File: src/rtl/swap_arb_pkg.sv
// Shared definitions for the swap arbiter: opcodes, FSM states and a width helper.
package swap_arb_pkg;

  localparam logic [1:0] OP_LDB  = 2'b00;
  localparam logic [1:0] OP_LDC  = 2'b01;
  localparam logic [1:0] OP_SWAP = 2'b10;
  localparam logic [1:0] OP_NOP  = 2'b11;

  typedef enum logic [1:0] {
    ST_IDLE    = 2'd0,
    ST_EXEC    = 2'd1,
    ST_RELEASE = 2'd2
  } state_t;

  // Bits needed to hold values 0..n-1, never less than one bit.
  function automatic int unsigned clog2_min1(input int unsigned n);
    return (n <= 1) ? 1 : $clog2(n);
  endfunction

endpackage

File: src/rtl/swap_arbiter_rr_pick.sv
// Round-robin picker: first requester at or after ptr (wrapping), as a one-hot grant.
module rr_pick
  import swap_arb_pkg::*;
#(
  parameter int unsigned NREQ = 4
) (
  input  logic [NREQ-1:0]               req,
  input  logic [clog2_min1(NREQ)-1:0]   ptr,
  output logic [NREQ-1:0]               grant_c,
  output logic                          valid_c
);

  localparam int unsigned PW = clog2_min1(NREQ);
  localparam int unsigned SW = PW + 1;

  logic [SW-1:0] sum;
  logic [PW-1:0] idx;

  // Scan requesters in priority order ptr, ptr+1, ... and keep the first hit.
  always_comb begin
    grant_c = '0;
    valid_c = 1'b0;
    sum     = '0;
    idx     = '0;
    for (int k = 0; k < int'(NREQ); k++) begin
      sum = {1'b0, ptr} + SW'(k);
      if (sum >= SW'(NREQ)) sum = sum - SW'(NREQ);
      idx = sum[PW-1:0];
      if (!valid_c && req[idx]) begin
        grant_c[idx] = 1'b1;
        valid_c      = 1'b1;
      end
    end
  end

endmodule

File: src/rtl/swap_arbiter.sv
// Round-robin arbiter granting one requester at a time access to shared registers
// b/c (load b, load c, swap, nop). Optional consecutive-swap watchdog enabled by
// defining SWAP_ARB_WDOG_EN.
module swap_arbiter
  import swap_arb_pkg::*;
#(
  parameter int unsigned NREQ     = 4,
  parameter int unsigned W        = 8,
  parameter int unsigned B_INIT   = 0,
  parameter int unsigned C_INIT   = 1,
  parameter int unsigned WDOG_MAX = 15
) (
  input  logic              clk,
  input  logic              reset,
  input  logic [NREQ-1:0]   req,
  input  logic [2*NREQ-1:0] op,
  input  logic [W*NREQ-1:0] wdata,
  output logic [NREQ-1:0]   gnt,
  output logic              done,
  output logic [W-1:0]      b_q,
  output logic [W-1:0]      c_q,
  output logic              busy,
  output logic              wdog_trip
);

  localparam int unsigned PW = clog2_min1(NREQ);

  state_t         state;
  logic [PW-1:0]  ptr;
  logic [PW-1:0]  gidx;
  logic [1:0]     op_r;
  logic [W-1:0]   data_r;

  logic [NREQ-1:0] pick_gnt_c;
  logic            pick_valid_c;
  logic [PW-1:0]   pick_idx_c;
  logic [1:0]      pick_op_c;
  logic [W-1:0]    pick_data_c;

  rr_pick #(.NREQ(NREQ)) u_rr_pick (
    .req     (req),
    .ptr     (ptr),
    .grant_c (pick_gnt_c),
    .valid_c (pick_valid_c)
  );

  // Encode the picked requester and mux out its opcode and load data.
  always_comb begin
    pick_idx_c  = '0;
    pick_op_c   = OP_NOP;
    pick_data_c = '0;
    for (int i = 0; i < int'(NREQ); i++) begin
      if (pick_gnt_c[i]) begin
        pick_idx_c  = PW'(i);
        pick_op_c   = op[2*i +: 2];
        pick_data_c = wdata[W*i +: W];
      end
    end
  end

`ifdef SWAP_ARB_WDOG_EN
  localparam int unsigned CW = clog2_min1(WDOG_MAX + 1);
  logic [CW-1:0] wdog_cnt;
`else
  assign wdog_trip = 1'b0;
`endif

  // Arbitration FSM; the operation is captured at grant so later input changes are ignored.
  always_ff @(posedge clk) begin
    if (reset) begin
      state  <= ST_IDLE;
      gnt    <= '0;
      done   <= 1'b0;
      busy   <= 1'b0;
      b_q    <= W'(B_INIT);
      c_q    <= W'(C_INIT);
      ptr    <= '0;
      gidx   <= '0;
      op_r   <= OP_NOP;
      data_r <= '0;
`ifdef SWAP_ARB_WDOG_EN
      wdog_cnt  <= '0;
      wdog_trip <= 1'b0;
`endif
    end else begin
      done <= 1'b0;
      case (state)
        ST_IDLE: begin
          if (pick_valid_c) begin
            gnt    <= pick_gnt_c;
            gidx   <= pick_idx_c;
            op_r   <= pick_op_c;
            data_r <= pick_data_c;
            busy   <= 1'b1;
            state  <= ST_EXEC;
          end
        end
        ST_EXEC: begin
          case (op_r)
            OP_LDB: begin
              b_q <= data_r;
`ifdef SWAP_ARB_WDOG_EN
              wdog_cnt <= '0;
`endif
            end
            OP_LDC: begin
              c_q <= data_r;
`ifdef SWAP_ARB_WDOG_EN
              wdog_cnt <= '0;
`endif
            end
            OP_SWAP: begin
`ifdef SWAP_ARB_WDOG_EN
              // At the limit the swap is dropped but still completes with done.
              if (wdog_cnt == CW'(WDOG_MAX)) begin
                wdog_trip <= 1'b1;
              end else begin
                b_q      <= c_q;
                c_q      <= b_q;
                wdog_cnt <= wdog_cnt + CW'(1);
              end
`else
              b_q <= c_q;
              c_q <= b_q;
`endif
            end
            default: ;
          endcase
          done  <= 1'b1;
          state <= ST_RELEASE;
        end
        ST_RELEASE: begin
          // Hold the grant until the owner withdraws its request.
          if (!(|(req & gnt))) begin
            gnt   <= '0;
            busy  <= 1'b0;
            ptr   <= (gidx == PW'(NREQ - 1)) ? '0 : gidx + PW'(1);
            state <= ST_IDLE;
          end
        end
        default: begin
          gnt   <= '0;
          busy  <= 1'b0;
          state <= ST_IDLE;
        end
      endcase
    end
  end

endmodule
File: config.mk
export PLATFORM = sky130hd
export DESIGN_NAME = swap_arbiter
export DESIGN_NICKNAME = d
export VERILOG_FILES = /design/src/rtl/swap_arb_pkg.sv /design/src/rtl/swap_arbiter_rr_pick.sv /design/src/rtl/swap_arbiter.sv
export SDC_FILE = /design/constraint.sdc
export NUM_CORES = 1
export LEC_CHECK = 0
export ABC_AREA = 1
export BUFFER_PORTS_ARGS = -buffer_cell sky130_fd_sc_hd__buf_2
export CAP_MARGIN = 20
export CELL_PAD_IN_SITES_DETAIL_PLACEMENT = 0
export CELL_PAD_IN_SITES_GLOBAL_PLACEMENT = 1
export CORE_UTILIZATION = 30
export CTS_CLUSTER_DIAMETER = 30
export DETAILED_ROUTE_END_ITERATION = 10
export PLACE_DENSITY = 0.67
export SETUP_SLACK_MARGIN = 0.3
export SLEW_MARGIN = 20
export SYNTH_ARGS = -nofsm -noshare
export SYNTH_HDL_FRONTEND = slang
export SYNTH_HIERARCHICAL = 1
export SYNTH_SLANG_ARGS = --single-unit
export TNS_END_PERCENT = 10
File: constraint.sdc
create_clock -name clk -period 2.55 [get_ports clk]
set_input_delay 0.765 -clock clk [delete_from_list [all_inputs] [get_ports clk]]
set_output_delay 0.765 -clock clk [all_outputs]
set_load 0.03 [all_outputs]
== After elaboration in Yosys (flattened, before gate mapping) ==
Index checks and enable logic that the tools add are counted.
Widths: inputs -> output; s select.
Storage, ports and cells
  bits in registers: 38
  ROM bits: 0
  bits in latches: 0
  memories: 0
  RAM bits: 0
  output and inout bits: 23
  bits of input ports: 46
  logic and storage cells: 116
Cells by class
  reduce and logical (&&, ||, !) cells: 21
  multiplexer cells: 52
  order comparisons: 12
  shifts and indexed selects: 0
  equal/unequal tests: 7
  div/mod/pow operators: 0
  $add $sub $neg: 8
  bitwise gates (word level): 6
  multipliers: 0
Operator list (count)
  $mux 8: 4
  $pmux 8 s2: 2
  $mux 2: 13
  $mux 4: 6
  $mux 1: 16
  $lt 2x3->1 const B: 4
  $or 4x4->4: 3
  $pmux 4 s3: 1
  $reduce_and 2->1: 5
  $ge 3x3->1 const B: 3
  $bmux 1 s2: 4
  $demux 1 s2: 4
  $ge 2x1->1 const B: 4
  $sub 2x1->2 const B: 4
  $logic_and 1x1->1: 7
  $add 2x2->3 const B: 2
  $eq 2x2->1 const B: 3
  $pmux 2 s3: 1
  $and 4x4->4: 1
  $eq 2x1->1 const B: 2
  $logic_not 2->1: 2
  $ne 2x2->1 const B: 2
  $reduce_bool 2->1: 2
  $reduce_or 4->1: 1
  7 further kinds: 10

== Depth between registers and ports, before layout ==
  depth after elaboration: 18
  depth in mapped cells: 15
  depth with buffers taken out: 15

== Hierarchy ==
The synthesis kept the hierarchy.
By module, submodules not included
  swap_arbiter: area each 1884.3 um^2, sequential area each 760.7 um^2, times used 1, cells each 263
  rr_pick: area each 424.2 um^2, sequential area each 0.0 um^2, times used 1, cells each 76

== Worst setup path before layout ==
OpenSTA, ideal clock, no wires.
  kind: register -> register
  from: register ptr[0]
  to: register data_r[0]
  path slack: 280 ps
  path buffers: 0
  stages on the path, launching flop included: 15
  data arrival time: 2143 ps
  clock period less this slack: 2270 ps
  cell sequence: dfxtp_1 inv_2 ha_1 inv_1 nand3_1 nand2_1 nand2_4 nor2_4 nand3_1 nand2_1 inv_1 nand2_1 clkinv_1 a31oi_1 a21oi_1
RTL lines
  start: declaration: RTL line swap_arbiter.sv:29  | logic [PW-1:0] ptr;
  start signal: assignment: RTL line swap_arbiter.sv:137  | ptr <= (gidx == PW'(NREQ - 1)) ? '0 : gidx + PW'(1);
  parallel branches: the longest is 13 deep, another holds $add 2x1->3
  $mux 4 (*): RTL line swap_arbiter_rr_pick.sv:29  | if (!valid_c && req[idx]) begin
  net pick_gnt_c[1]: RTL line swap_arbiter.sv:34  | logic [NREQ-1:0] pick_gnt_c;
  $mux 8 (*) (3 in a row): RTL line swap_arbiter.sv:53  | if (pick_gnt_c[i]) begin
  end signal: assignment: RTL line swap_arbiter.sv:93  | data_r <= pick_data_c;
  end: declaration: RTL line swap_arbiter.sv:32  | logic [W-1:0] data_r;
Mark *: on every way through the listed nets, which the timed path passes. The select of a mux whose other input is x is not followed.
A chain may end at the register's enable or synchronous reset.

== Final worst setup path ==
  from: register ptr[0]
  to: register data_r[5]
RTL lines (RTL line)
  parallel branches: the longest is 13 deep, another holds $add 2x1->3
  $mux 4 (*): swap_arbiter_rr_pick.sv:29
  net pick_gnt_c[2]: swap_arbiter.sv:34
  $mux 8 (*) (2 in a row): swap_arbiter.sv:53
Marks and branches as above.

==> flow_metrics.py <==
metrics = {
    "outcome": {
        "status": "completed",
    },
    "drt": {
        "drc": 0,
        "wire_per_inst_um": 11.7,
        "wl_met2_um": 2520,
        "wl_met3_um": 322,
        "first_pass_iters": 5,
        "drt-total-wl_um": 6020,
        "met1_length_um": 3110,
        "vias_per_cell": 4.59,
        "routed.top_layer": "met4",
        "drt_iter0_drc": 83,
        "postRouteAntennaNets": 0,
        "vias": 2353,
    },
    "power": {
        "p_sw_share_pct": 37.9,
        "p_comb_share_pct": 39.1,
        "power_frac_clock_pct": 27.4,
        "power_density_nw_per_um2": 777,
        "p_total_mw": 2.32,
        "ir_drop_v": 0.000291,
        "p_int_mw": 1.44,
        "p_seq_share_pct": 33.5,
        "leakagePower_nw": 1.44,
        "power.switching_mw": 0.878,
    },
    "global_route": {
        "grt_pass1_vias": 2055,
        "antenna_found_initial": 0,
        "grt_overflow": 0,
        "grt_pass1_wl_um": 9960,
        "grt_use_total_pct": 15.1,
        "grt_max_degree": 17,
    },
    "setup_path": {
        "cp.required_ns": 2.72,
        "cp-end-kind": "register",
        "arrival_ns": 2.26,
        "path_class": "register to register",
        "path_max_fanout": 9,
        "critical_path.startpoint_type": "register",
    },
    "sta": {
        "worstMarginPinSlew_ns": 0.565,
        "grt_setup_unrepaired": "false",
        "slew_headroom_pct": 62.2,
        "clock_skew_ns": 0.00797,
        "hold_violations": 0,
        "setup_tns_ns": 0,
        "finalCritPeriodShare_pct": 81.9,
        "setup_viol": 0,
        "drv_slew": 0,
        "fmax_mhz": 479,
        "fin_crit_ns": 2.09,
    },
    "final_layout": {
        "fin_nets": 468,
        "utilization_pct": 40.7,
        "num_antenna_cells": 0,
        "syn_to_final_growth_pct": 29.3,
        "drive_gt1_share_pct": 30.9,
    },
    "die": {
        "floorplan.initialDensity_pct": 31.5,
        "die_w_um": 89.7,
        "die_area_um2": 8050,
        "die_h_um": 89.7,
        "fp.coreArea_um2": 7330,
        "io_pins": 69,
        "row_count": 31,
    },
    "synth": {
        "yosys_warnings": 6,
        "synth_ff_type": "dfxtp_1",
        "ys_seq_area_share_pct": 33.0,
        "syn_area_per_cell_um2": 6.81,
        "synth_area_um2": 2310,
        "synth_edf_count": 0,
        "ys_ff_latch": 38,
        "ys_async_sr_fraction_pct": 0,
        "synth_fp_nets": 394,
        "syn_inst": 339,
        "ys_types": 27,
    },
    "clocking": {
        "cts_sinks": 38,
        "clk_pin_slew_ns": 0.08,
        "cts_max_level": 2,
        "clockBufferDepth": 2,
        "cts_buffers": 5,
        "clock_latency_ns": 0.29,
        "root_buffer": "clkbuf_8",
        "cts_tree": "built",
    },
    "min_path": {
        "hold_path.class": "register to register",
    },
    "placed_design": {
        "gp_congestion": 0.774,
        "port_buffers": 67,
        "dpl.hpwl_um": 4660,
    },
    "flow_run": {
        "cap_violations": 0,
    },
}
## path summary, 6_finish.rpt
kind,startpoint,to,slack [ns],cells after the start
max,ptr[0],data_r[5],0.46,14
min,c_q[6],c_q[6],0.46,2
max reg2reg,ptr[0],data_r[5],0.46,14
min reg2reg,c_q[6],c_q[6],0.46,2
## power groups by stage
| stage | Clock [mW] | Sequential, mW | Combinational (mW) |
|---|---|---|---|
| after floorplan | 0 | 0.878 | 0.533 |
| after global routing | 0.684 | 0.795 | 1.02 |
| final | 0.635 | 0.777 | 0.907 |
| after global placement | 0 | 0.790 | 0.863 |
| after detailed placement | 0 | 0.791 | 0.862 |
| after CTS | 0.650 | 0.777 | 0.870 |
## stage by stage
| step | hold slack (ns) | area (um2) | worst slack [ns] | cells |
|---|---|---|---|---|
| after CTS | 0.466 | 2920 | 0.365 | 511 |
| after floorplan | 0.460 | 2310 | 0.328 | 339 |
| after global placement | 0.452 | 2780 | 0.100 | 503 |
| after detailed placement | 0.453 | 2780 | 0.0996 | 503 |
| after global routing | 0.500 | 2990 | 0.276 | 513 |
| final | 0.461 | 2990 | 0.462 | 513 |
## worst max-delay path, cell delays in order (launching register included)
cell     delay, ns
dfxtp_2       0.35
inv_2         0.04
ha_1          0.33
inv_2         0.09
nand3_1       0.09
nand2_2       0.11
nand2_4       0.06
nor2_4        0.12
nand3_1       0.09
nand2_1       0.10
inv_1         0.10
nand2_4       0.13
o21ai_0       0.10
a31oi_2       0.18
a21oi_1       0.08
## cell usage in the layout (no fill, tap or decap), types with 2 or more instances in the layout
master	n
ha_1	9
o21ai_0	34
o221ai_2	2
inv_2	5
a21oi_1	29
inv_1	37
nand3_4	2
a31oi_2	4
a31oi_1	9
bufinv_16	2
nand3_1	26
dfxtp_1	37
o21ai_2	6
nand2_2	9
nor2_4	3
nand2_4	4
clkbuf_8	6
buf_2	67
buf_4	11
nor2_2	3
nand2_1	83
nor2_1	14
o21ai_1	5
## cells in the mapped netlist, drive strengths merged, types with 2 or more instances
library cell,count,share of area (%)
nand2,96,17
o21ai,45,11
inv,42,6.8
dfxtp,38,33
a21oi,29,6.3
nand3,29,7.6
nor2,20,4.6
a31oi,13,3.5
buf,9,2.9
ha,9,4.9
clkbuf,3,0.49
o221ai,2,0.76
## registers in the layout, indices dropped and copies added, names as in the netlist
| name | cells |
|---|---|
| b_q | 8 |
| state | 2 |
| done | 1 |
| busy | 1 |
| op_r | 2 |
| gidx | 2 |
| c_q | 8 |
| data_r | 8 |
| ptr | 2 |
| gnt | 4 |
## kinds of logic after synthesis
kind of cell	after synthesis	synth area share, %
AND/OR/NAND/NOR	145	29.6
other	1	0.162
flip-flops	38	33.0
adder cells (fa/ha/maj)	9	4.88
buffers and inverters	55	10.4
AO/OA/AOI/OAI	91	22.0
## layer usage
metal,vias to the layer above,track usage (%)
met4,0,4.51
li1,1260,-
met2,66,21.6
met3,7,2.96
met1,1020,22.5
met5,-,0
## repair_timing
| action | 4_1_cts | 5_1_grt |
|---|---|---|
| hold buffers | 0 | 0 |
| setup endpoints to repair | 4 | 10 |
| buffers inserted | 0 | 2 |
| resized for setup | 2 | 11 |
| endpoints found under the hold margin | 0 | 0 |
| pin swaps | 0 | 1 |
## area by class of cell
cell class	instances	area (um2)
timing repair buffer	79	438
clock buffer	6	82.6
sequential	38	762
clock inverter	2	60.1
fill	769	4350
inverter	43	164
tap	99	124
multi-input combinational	246	1360
(Power assumes the default switching activity.)
